===== src/rtl/ac_cpu_pkg.sv =====
// Shared definitions for the accumulator CPU: opcode field values, default
// bus widths and the fetch/memory-interface FSM state encoding.
package ac_cpu_pkg;

  localparam int DEF_ADDR_W = 12;
  localparam int DEF_WORD_W = 8;

  // Opcodes are decoded from upcode[3:1]
  localparam logic [2:0] OP_LDA = 3'b000;
  localparam logic [2:0] OP_STA = 3'b001;
  localparam logic [2:0] OP_ADA = 3'b010;
  localparam logic [2:0] OP_ANA = 3'b011;

  typedef enum logic [1:0] {
    ST_IDLE  = 2'd0,
    ST_REQ   = 2'd1,
    ST_ABORT = 2'd2
  } fetch_state_t;

endpackage


===== src/rtl/fetch_watchdog.sv =====
// Ack watchdog for the fetch bus: counts cycles spent waiting in REQ and
// raises a sticky bus error when TIMEOUT_CYC cycles pass without an ack.
module fetch_watchdog #(
  parameter int TIMEOUT_CYC = 255
) (
  input  logic clk,
  input  logic rst,
  input  logic clear,
  input  logic run,
  input  logic ack,
  output logic timeout,
  output logic bus_err
);

  localparam int CW = $clog2(TIMEOUT_CYC + 1);

  logic [CW-1:0] cnt;

  // Fires on the last waiting cycle so mem_req is high exactly TIMEOUT_CYC cycles
  assign timeout = run && !ack && (cnt == CW'(TIMEOUT_CYC - 1));

  always_ff @(posedge clk or negedge rst) begin
    if (!rst) begin
      cnt     <= '0;
      bus_err <= 1'b0;
    end else begin
      if (clear)
        cnt <= '0;
      else if (run && !ack)
        cnt <= cnt + CW'(1);
      if (timeout)
        bus_err <= 1'b1;
    end
  end

endmodule


===== src/rtl/fetch_mem_if.sv =====
// Instruction-fetch / memory-interface stage: owns PC and the two-word IR and
// turns memRead/memWrite strobes into a req/ack bus transaction.
// Optional ack watchdog enabled by defining FETCH_TIMEOUT_EN.
module fetch_mem_if
  import ac_cpu_pkg::*;
#(
  parameter int ADDR_W      = DEF_ADDR_W,
  parameter int WORD_W      = DEF_WORD_W,
  parameter int TIMEOUT_CYC = 255
) (
  input  logic              clk,
  input  logic              rst,
  input  logic              pcWrite,
  input  logic              irWrite,
  input  logic              IRwriteSel,
  input  logic              memAddressSel,
  input  logic              memRead,
  input  logic              memWrite,
  input  logic [WORD_W-1:0] ac_data,
  output logic              mem_req,
  output logic              mem_we,
  output logic [ADDR_W-1:0] mem_addr,
  output logic [WORD_W-1:0] mem_wdata,
  input  logic [WORD_W-1:0] mem_rdata,
  input  logic              mem_ack,
  output logic [3:0]        upcode,
  output logic [ADDR_W-1:0] operand_addr,
  output logic [ADDR_W-1:0] pc,
  output logic [WORD_W-1:0] rd_data,
  output logic              rd_valid,
  output logic              busy,
  output logic              bus_err
);

  localparam int OPW = WORD_W + 4;

  fetch_state_t      state, state_nxt;
  logic              accept, complete, timeout;
  logic              cmd_we, cmd_pcw, cmd_irw, cmd_irsel;
  logic [ADDR_W-1:0] cmd_addr;
  logic [WORD_W-1:0] cmd_wdata;
  logic [WORD_W-1:0] ir0, ir1;
  logic [OPW-1:0]    opnd_full;

  assign accept   = (state == ST_IDLE) && (memRead || memWrite);
  assign complete = (state == ST_REQ) && mem_ack;

  always_comb begin
    state_nxt = state;
    case (state)
      ST_IDLE:  if (memRead || memWrite) state_nxt = ST_REQ;
      ST_REQ: begin
        if (mem_ack)      state_nxt = ST_IDLE;
        else if (timeout) state_nxt = ST_ABORT;
      end
      ST_ABORT: state_nxt = ST_IDLE;
      default:  state_nxt = ST_IDLE;
    endcase
  end

  always_ff @(posedge clk or negedge rst) begin
    if (!rst) state <= ST_IDLE;
    else      state <= state_nxt;
  end

  // Command latch: write wins over a simultaneous read
  always_ff @(posedge clk or negedge rst) begin
    if (!rst) begin
      cmd_we    <= 1'b0;
      cmd_pcw   <= 1'b0;
      cmd_irw   <= 1'b0;
      cmd_irsel <= 1'b0;
      cmd_addr  <= '0;
      cmd_wdata <= '0;
    end else if (accept) begin
      cmd_we    <= memWrite;
      cmd_pcw   <= pcWrite;
      cmd_irw   <= irWrite;
      cmd_irsel <= IRwriteSel;
      cmd_addr  <= memAddressSel ? operand_addr : pc;
      cmd_wdata <= ac_data;
    end
  end

  // Read completion updates rd_data, IR and PC
  always_ff @(posedge clk or negedge rst) begin
    if (!rst) begin
      pc       <= '0;
      ir0      <= '0;
      ir1      <= '0;
      rd_data  <= '0;
      rd_valid <= 1'b0;
    end else begin
      rd_valid <= 1'b0;
      if (complete && !cmd_we) begin
        rd_data  <= mem_rdata;
        rd_valid <= 1'b1;
        if (cmd_irw) begin
          if (cmd_irsel) ir1 <= mem_rdata;
          else           ir0 <= mem_rdata;
        end
        if (cmd_pcw)
          pc <= pc + ADDR_W'(1);
      end
    end
  end

  assign mem_req   = (state == ST_REQ);
  assign mem_we    = (state == ST_REQ) && cmd_we;
  assign mem_addr  = cmd_addr;
  assign mem_wdata = cmd_wdata;
  assign busy      = (state != ST_IDLE);
  assign upcode    = ir0[WORD_W-1 -: 4];
  assign opnd_full = {ir0[3:0], ir1};

  generate
    if (ADDR_W > OPW) begin : g_opnd_ext
      assign operand_addr = {{(ADDR_W-OPW){1'b0}}, opnd_full};
    end else if (ADDR_W == OPW) begin : g_opnd_eq
      assign operand_addr = opnd_full;
    end else begin : g_opnd_trunc
      assign operand_addr = opnd_full[ADDR_W-1:0];
    end
  endgenerate

`ifdef FETCH_TIMEOUT_EN
  fetch_watchdog #(
    .TIMEOUT_CYC (TIMEOUT_CYC)
  ) u_watchdog (
    .clk     (clk),
    .rst     (rst),
    .clear   (accept),
    .run     (state == ST_REQ),
    .ack     (mem_ack),
    .timeout (timeout),
    .bus_err (bus_err)
  );
`else
  assign timeout = 1'b0;
  // The watchdog limit is meaningless here; folding it in keeps the port list uniform
  assign bus_err = 1'b0 && (TIMEOUT_CYC != 0);
`endif

endmodule


===== config.mk =====
export PLATFORM = sky130hd
export DESIGN_NAME = fetch_mem_if
export DESIGN_NICKNAME = d
export VERILOG_FILES = /design/src/rtl/ac_cpu_pkg.sv /design/src/rtl/fetch_watchdog.sv /design/src/rtl/fetch_mem_if.sv
export SDC_FILE = /design/constraint.sdc
export NUM_CORES = 1
export LEC_CHECK = 0
export ABC_AREA = 1
export BUFFER_PORTS_ARGS = -buffer_cell sky130_fd_sc_hd__buf_2
export CAP_MARGIN = 20
export CORE_MARGIN = 4
export CORE_UTILIZATION = 41
export DETAILED_ROUTE_END_ITERATION = 10
export PLACE_DENSITY = 0.67
export SLEW_MARGIN = 20
export SYNTH_ARGS = -nofsm -noshare
export SYNTH_HDL_FRONTEND = slang
export SYNTH_SLANG_ARGS = --single-unit

===== constraint.sdc =====
create_clock -name clk -period 2.7 [get_ports clk]
set_input_delay 0.54 -clock clk [delete_from_list [all_inputs] [get_ports clk]]
set_output_delay 0.54 -clock clk [all_outputs]
set_load 0.05 [all_outputs]

; ---- Word-level counts from Yosys, hierarchy flattened
; Cells that the tools add are included.
[word_totals]
regBits = 63
input_bits = 25
output_inout_bits = 61
[classes]
add_sub_neg = 1
eq_ne = 3
muxes = 5
bitwise_logic = 1
reduce_logical = 12
[op_table]
columns = cell, n
row1 = $add 12x1->12 const B, 1
row2 = $mux 12, 1
row3 = $reduce_and 3->1, 2
row4 = $logic_and 1x1->1, 4
row5 = $mux 2, 2
row6 = $ne 2x1->1 const B, 2
row7 = $pmux 2 s2, 1
row8 = $reduce_and 2->1, 2
row9 = $eq 2x1->1 const B, 1
row10 = $logic_not 2->1, 1
row11 = $reduce_bool 2->1, 1
row12 = $logic_not 1->1, 1
row13 = $logic_or 1x1->1, 1
row14 = $mux 1, 1
row15 = $not 1->1, 1

; ---- Logic depth before layout (Yosys ltp)
; Gate-level depths: netlist of run 1.
[logic_depth]
depth_word = 4
depth_mapped = 8

; ---- Least setup slack after synthesis of run 1
; Ideal clock, no wire load.
[synth_timing]
path_type = register -> register
from = register pc[1]
to = register pc[10]
setup_time_ns = 0.120
arrival_ns = 1.547
t_required_ns = 2.580
path_slack_ns = 1.034
stages_incl_launch_ff = 9
path_buffers = 0
path_cell_list = dfrtp_1 -> ha_1 -> nand2_1 -> nor2_1 -> inv_1 -> nor2_2 -> nand3_1 -> nand2_1 -> nand2_1
[synth_via]
elab_chain_len = 1
[synth_rtl]
columns = element, line
row1 = from (decl), fetch_mem_if.sv:28  ; output logic [ADDR_W-1:0] pc,
row2 = from (signal assigned), fetch_mem_if.sv:103  ; pc <= pc + ADDR_W'(1);
row3 = $add 12x1->12, fetch_mem_if.sv:103
; No other way between the ends.
; A chain may end at the register's enable or synchronous reset.

; ---- Worst setup path after layout of run 1
[layout_timing]
from = register cmd_we
to = output mem_we
[layout_via]
elab_chain_len = 1
[layout_rtl]
columns = element, line
row1 = from (decl), fetch_mem_if.sv:39  ; logic cmd_we, cmd_pcw, cmd_irw, cmd_irsel;
row2 = from (signal assigned), fetch_mem_if.sv:76  ; cmd_we <= memWrite;
row3 = $logic_and 1x1->1, fetch_mem_if.sv:109  ; assign mem_we = (state == ST_REQ) && cmd_we;
row4 = to (decl), fetch_mem_if.sv:21  ; output logic mem_we,
; No other way between the ends.

==> qor.csv, run 1 <==
metric,value,unit
period utilisation layout,63.3,%
crit-path max cell delay,0.46,ns
critical path arrival,1.17,ns
"Remaining Overflow, GRT",0,
RSZ-0062 raised after global routing,false,
Startpoint Class,register,
NetSw,2.29,mW
vias in the first global route,2228,
first drt pass iteration count,5,
Area contributors post-synth,"dfrtp_1 58%, nand2_1 17%, inv_1 4.5%, o21ai_0 3.4%, o21ai_1 3.0%",
initial core utilization,42.0,%
"EDFF count, synth",0,
critical-path cell list,nand2_1 > inv_1 > buf_2,
Buffers on Ports,84,
minimum clock period after layout,1.71,ns
Ys Warns,0,
Clk pwr share,17.2,%
Die Width,88.7,µm
share of layout cells above drive strength 1,26.5,%
pin count of the biggest net entering global routing,36,
Crit Path Max Fanout,3,
Mapped Area,0.00267,mm²
WS Path Type,register to output pin,
Syn Nets,336,
Die Area,0.00786,mm²
"Seq/Total Area, Yosys",58.2,%
Ports,86,
Int Power,2.16,mW
synthesized area per cell,8.61,µm²
num rows,29,
via-per-instance ratio,4.76,
measured slew at the worst slew-check pin,0.666,ns
Syn-to-layout area delta,25.2,%
worst-skew pair later-pin latency,0.33,ns
Worst EP required,2.16,ns
r2r startpoint,state[0],
Clock Pin Slew Worst Setup and Hold Paths,0.07,ns
switching share of power,51.5,%
Final ANT Viol Nets,0,
cell family with most CP delay,flip-flops,
CTS buffer count,9,
Longest Clk Path Bufs,2,
root buf cell,clkbuf_8,
clk_skew,0.00606,ns
Filler Cell Count,621,
Hold Path Class,input pin to asynchronous set/reset pin,
RePlAce Congestion,0.831,
first-pass GRT wire length,10700,µm
"slowest stage cell, crit path",dfrtp_1,
most frequent cells in the layout,"122 x nand2_1, 84 x buf_2, 62 x dfrtp_1",
DRC,0,
H-tree level count,3,
"Setup violations, final",0,
Max VDD drop,0.887,mV
status,completed,
PostCTS Resize Cnt,0,
Seq pwr share,34.7,%
"commonest non-fill, non-tap cell in the layout",nand2_1,
Total Power,4.45,mW
Max Cap Viol,0,
Total Routed Length,6440,µm
combinational power share,48.2,%
Antenna Cells,0,
Leakage,1.86,nW
GRT Overall Usage,18.0,%
Routed WL per cell,13.5,µm
Final Hold Vio Count,0,
nets@finish,422,
routed via count,2269,
Clock Sinks,62,
Post-Synthesis Cells,310,
post-synth top area cell,dfrtp_1,
CTS Hold Buffers Added,0,
hpwl dp,4750,µm
Crit path depth,3,
Slew Limit Fails,0,
initial antenna violation count,0,
fmax,585,MHz
top_reg_cell synth,dfrtp_1,
R2R setup slack,1.02,ns
Critical path buffers and inverters,2,
"Async S/R FF share, synth",100,%
Die Y,88.7,µm
post-CTS setup buffer count,0,
top cell type's share of synthesized area,58.2,%
R2R Path End,cmd_irsel,
starting DRC count in detailed routing,113,
Slew HR,55.5,%
Yosys cell types,22,
reg2reg path depth,6,
setup TNS,0,ns
crit path capture type,output pin,
Pwr per Cell Area,1330,mW/mm²
CORE AREA,0.00635,mm²
CTS tree,built,
Synth Register Bits,62,
==> cells in the mapped netlist, types with 2 or more instances <==
cell and instances:
nand2_1 122, dfrtp_1 62, inv_1 32, o21ai_0 18, o21ai_1 16, nor2_1 15
a21oi_1 8, buf_2 7, nand3_1 7, xor2_1 5, nand4_1 4, buf_4 2
clkbuf_1 2, nand3_4 2
==> kinds of logic after synthesis <==
kind of cell / Yosys count / share of synthesized area [%]
buf+inv: 43 / 6.66
other cells: 1 / 0.141
compound gates: 43 / 8.21
simple gates: 155 / 24.7
fa+ha+maj: 1 / 0.469
flops: 62 / 58.2
xor+xnor: 5 / 1.64
==> layout make-up <==
| class | instances | area, µm² | share of cell area (%) |
|---|---|---|---|
| sequential | 62 | 1550 | 46.4 |
| multi-input combinational | 205 | 938 | 28.1 |
| timing repair buffer | 86 | 448 | 13.4 |
| clock buffer | 15 | 186 | 5.58 |
| inverter | 32 | 120 | 3.60 |
| tap | 77 | 96.3 | 2.88 |
==> per-stage QoR <==
| step | hold slack, ns | setup slack (ns) | cells | utilization (%) | area [µm²] |
|---|---|---|---|---|---|
| floorplan | 0.244 | 1.03 | 310 | - | 2670 |
| global placement | 0.462 | 0.927 | 462 | 49.7 | 3150 |
| detailed placement | 0.459 | 0.865 | 462 | 49.7 | 3150 |
| CTS | 0.243 | 0.967 | 477 | 52.6 | 3340 |
| global route | 0.275 | 0.835 | 477 | 52.6 | 3340 |
| finish | 0.232 | 0.991 | 477 | 52.6 | 3340 |
==> worst max-delay path by stage <==
stage / startpoint / endpoint / slack, ns
detailed placement: memWrite / cmd_irsel / 0.86
finish: cmd_we / mem_we / 0.99
global route: state[0] / cmd_irsel / 0.84
floorplan: pc[1] / pc[10] / 1.03
CTS: cmd_we / mem_we / 0.97
global placement: memWrite / cmd_irsel / 0.93
==> flip-flops by register name, summed over array words and instances (netlist names) <==
signal	count
cmd_irsel	1
cmd_pcw	1
ir1	8
ir0	8
pc	12
state	1
rd_valid	1
mem_addr	12
rd_data	8
cmd_we	1
cmd_irw	1
mem_wdata	8
==> metal layers <==
layer / part of all wire (%) / GRT usage (%) / wire (µm)
met5: 0 / 0 / 0
met3: 5.4 / 3.54 / 350
met1: 45 / 24.5 / 2930
met4: 2.4 / 10.2 / 157
met2: 47 / 26.8 / 3000
==> power by group through the flow <==
stage               registers, mW  logic [mW]  clock network (mW)
finish                       1.54        2.14               0.764
global placement             1.55        2.14                   0
CTS                          1.55        2.17               0.785
floorplan                    2.66       0.502                   0
global route                 1.60        2.28               0.838
detailed placement           1.56        2.17                   0
Note: power is estimated with default switching activity, not from simulation.
==> run 2, diff against run 1 <==
--- a/config.mk
+++ b/config.mk
@@ -5,7 +5,7 @@
 export SDC_FILE = /design/constraint.sdc
 export NUM_CORES = 1
 export LEC_CHECK = 0
-export ABC_AREA = 1
+export ABC_AREA = 0
 export BUFFER_PORTS_ARGS = -buffer_cell sky130_fd_sc_hd__buf_2
 export CAP_MARGIN = 20
 export CORE_MARGIN = 4
==> constraint.sdc (replaced) <==
create_clock -name clk -period 1.7 [get_ports clk]
set_input_delay 0.34 -clock clk [delete_from_list [all_inputs] [get_ports clk]]
set_output_delay 0.34 -clock clk [all_outputs]
set_load 0.05 [all_outputs]
==> qor.csv, run 2 <==
metric,value,unit
"EDFF count, synth",0,
DRC,0,
Post-Synthesis Cells,201,
worst-skew pair later-pin latency,0.33,ns
Syn-to-layout area delta,29.0,%
Syn Nets,227,
top cell type's share of synthesized area,60.8,%
CTS buffer count,9,
status,completed,
top_reg_cell synth,dfrtp_1,
Pwr per Cell Area,2130,mW/mm²
Clock Sinks,62,
period utilisation layout,91.4,%
synth cell count leaders,"62 x dfrtp_1, 39 x nand2_1, 29 x mux2_2",
Worst EP required,1.91,ns
Ys Warns,0,
most frequent cells in the layout,"84 x buf_2, 61 x dfrtp_1, 39 x nand2_1",
Die Area,0.00755,mm²
Final Hold Vio Count,0,
post-synth top area cell,dfrtp_1,
"Setup violations, final",0,
critical path arrival,1.76,ns
Synth Register Bits,62,
num rows,28,
Final ANT Viol Nets,0,
CTS tree,built,
routed via count,1828,
starting DRC count in detailed routing,49,
CORE AREA,0.00599,mm²
Buffers on Ports,84,
RSZ-0062 raised after global routing,false,
Die Width,86.9,µm
WS Path Type,register to register,
GR Layer Usage met3,4.82,%
crit path capture type,register,
Most Crowded Layer GR,met2,
"Seq/Total Area, Yosys",60.8,%
initial antenna violation count,0,
Ports,86,
Clock Pin Slew Worst Setup and Hold Paths,0.06,ns
measured slew at the worst slew-check pin,0.500,ns
Die Y,86.9,µm
Startpoint Class,register,
crit-path max cell delay,0.47,ns
Crit Path Max Fanout,8,
Routed WL per cell,15.3,µm
first-pass GRT wire length,9580,µm
via-per-instance ratio,4.89,
Slew Limit Fails,0,
clk_skew,0.00385,ns
Antenna Cells,0,
dpl ws,0.110,ns
RePlAce Congestion,0.762,
initial core utilization,42.6,%
fin util,55.0,%
"slowest stage cell, crit path",nor3b_4,
share of layout cells above drive strength 1,46.5,%
"Async S/R FF share, synth",100,%
worst hold slack,0.232,ns
"commonest non-fill, non-tap cell in the layout",buf_2,
fmax,644,MHz
setup TNS,0,ns
nets@finish,321,
GR Util met1,22.1,%
post-CTS setup buffer count,0,
GRT Overall Usage,17.0,%
Longest Clk Path Bufs,2,
Total Routed Length,5730,µm
Slew HR,66.6,%
PnR worst setup slack,0.146,ns
"Remaining Overflow, GRT",0,
H-tree level count,3,
pin count of the biggest net entering global routing,36,
Total Power,7.01,mW
Area contributors post-synth,"dfrtp_1 61%, mux2_2 13%, nand2_1 5.7%, mux2i_1 4.7%, xor2_1 3.4%",
met2 layer usage reported by global route,25.5,%
minimum clock period after layout,1.55,ns
vias in the first global route,1908,
Max VDD drop,0.877,mV
Hold Path Class,input pin to register,
Mapped Area,0.00255,mm²
hpwl dp,4260,µm
first drt pass iteration count,4,
Yosys cell types,25,
root buf cell,clkbuf_8,
critical-path cell list,nand3b_4 > nor3b_4 > mux2_2,
synthesized area per cell,12.7,µm²
Leakage,1.74,nW
Max Cap Viol,0,
cell with the most instances after synthesis,dfrtp_1,
## run 2: cell types whose count changed after synthesis, sizes merged, moves of 8 or more
cell / previous run / this run
nand2: 123 / 39
inv: 32 / 2
mux2: 0 / 29
o21ai: 35 / 13
nor2: 17 / 3
mux2i: 0 / 12
a21oi: 8 / 0
## run 2: through the flow
stage / instances / area [µm²]
detailed placement: 358 / 3100
CTS: 374 / 3290
finish: 374 / 3290
global route: 374 / 3290
floorplan: 201 / 2550
global placement: 358 / 3100
## run 2: final timing paths
kind / from / to / slack (ns) / cells past startpoint
worst max-delay path: cmd_we / ir0[5] / 0.15 / 3
min in group asynchronous: rst / cmd_pcw / 0.52 / 2
worst max register to register: cmd_we / ir0[5] / 0.15 / 3
worst min-delay path: mem_rdata[6] / rd_data[6] / 0.23 / 3
worst min register to register: rd_data[5] / rd_data[5] / 0.47 / 2
max in group asynchronous: rst / ir0[0] / 0.64 / 3
## run 2: cell families (layout without fill, tap and decap cells)
family / Yosys count / count (layout) / share of synthesized area, %
and+or+nand+nor: 61 / 61 / 12.4
adders and majority gates: 1 / 1 / 0.490
muxes: 41 / 41 / 17.5
xor gates and xnor gates: 11 / 11 / 3.77
other: 1 / 1 / 0.147
DFF: 62 / 62 / 60.8
AOI/OAI and AO/OA: 14 / 14 / 2.84
buffers and inverters: 10 / 108 / 2.06
## run 2: cell type report
class / count / area (µm²)
fillers: 531 / 2700
multi-input cells: 129 / 952
repair buffers: 91 / 500
clock buffers: 15 / 186
flip-flops and latches: 62 / 1550
inverters: 2 / 7.51
well taps: 75 / 93.8
## run 2: power by group
part	switching, mW	internal (mW)	total (mW)	leakage [nW]
Sequential	0.409	2.03	2.44	0.778
Clock	0.512	0.683	1.19	0.0958
Combinational	2.52	0.857	3.37	0.865
## run 2: worst max-delay path, delay by kind of cell, from the launching register on
family           cells  cell delay (ns)
AND/OR/NAND/NOR      2             0.65
multiplexers         1             0.39
flip-flops           1             0.39
## run 2: per-layer routing
metal / part of all wire (%) / vias up
li1: - / 879
met1: 44 / 883
met2: 47 / 54
met3: 6.4 / 12
met4: 2.7 / 0
met5: 0 / -
## run 2: timing repair
action | 4_1_cts | 5_1_grt
hold buffers | 1 | 0
resized for setup | 0 | 0
hold endpoints to repair | 18 | 0
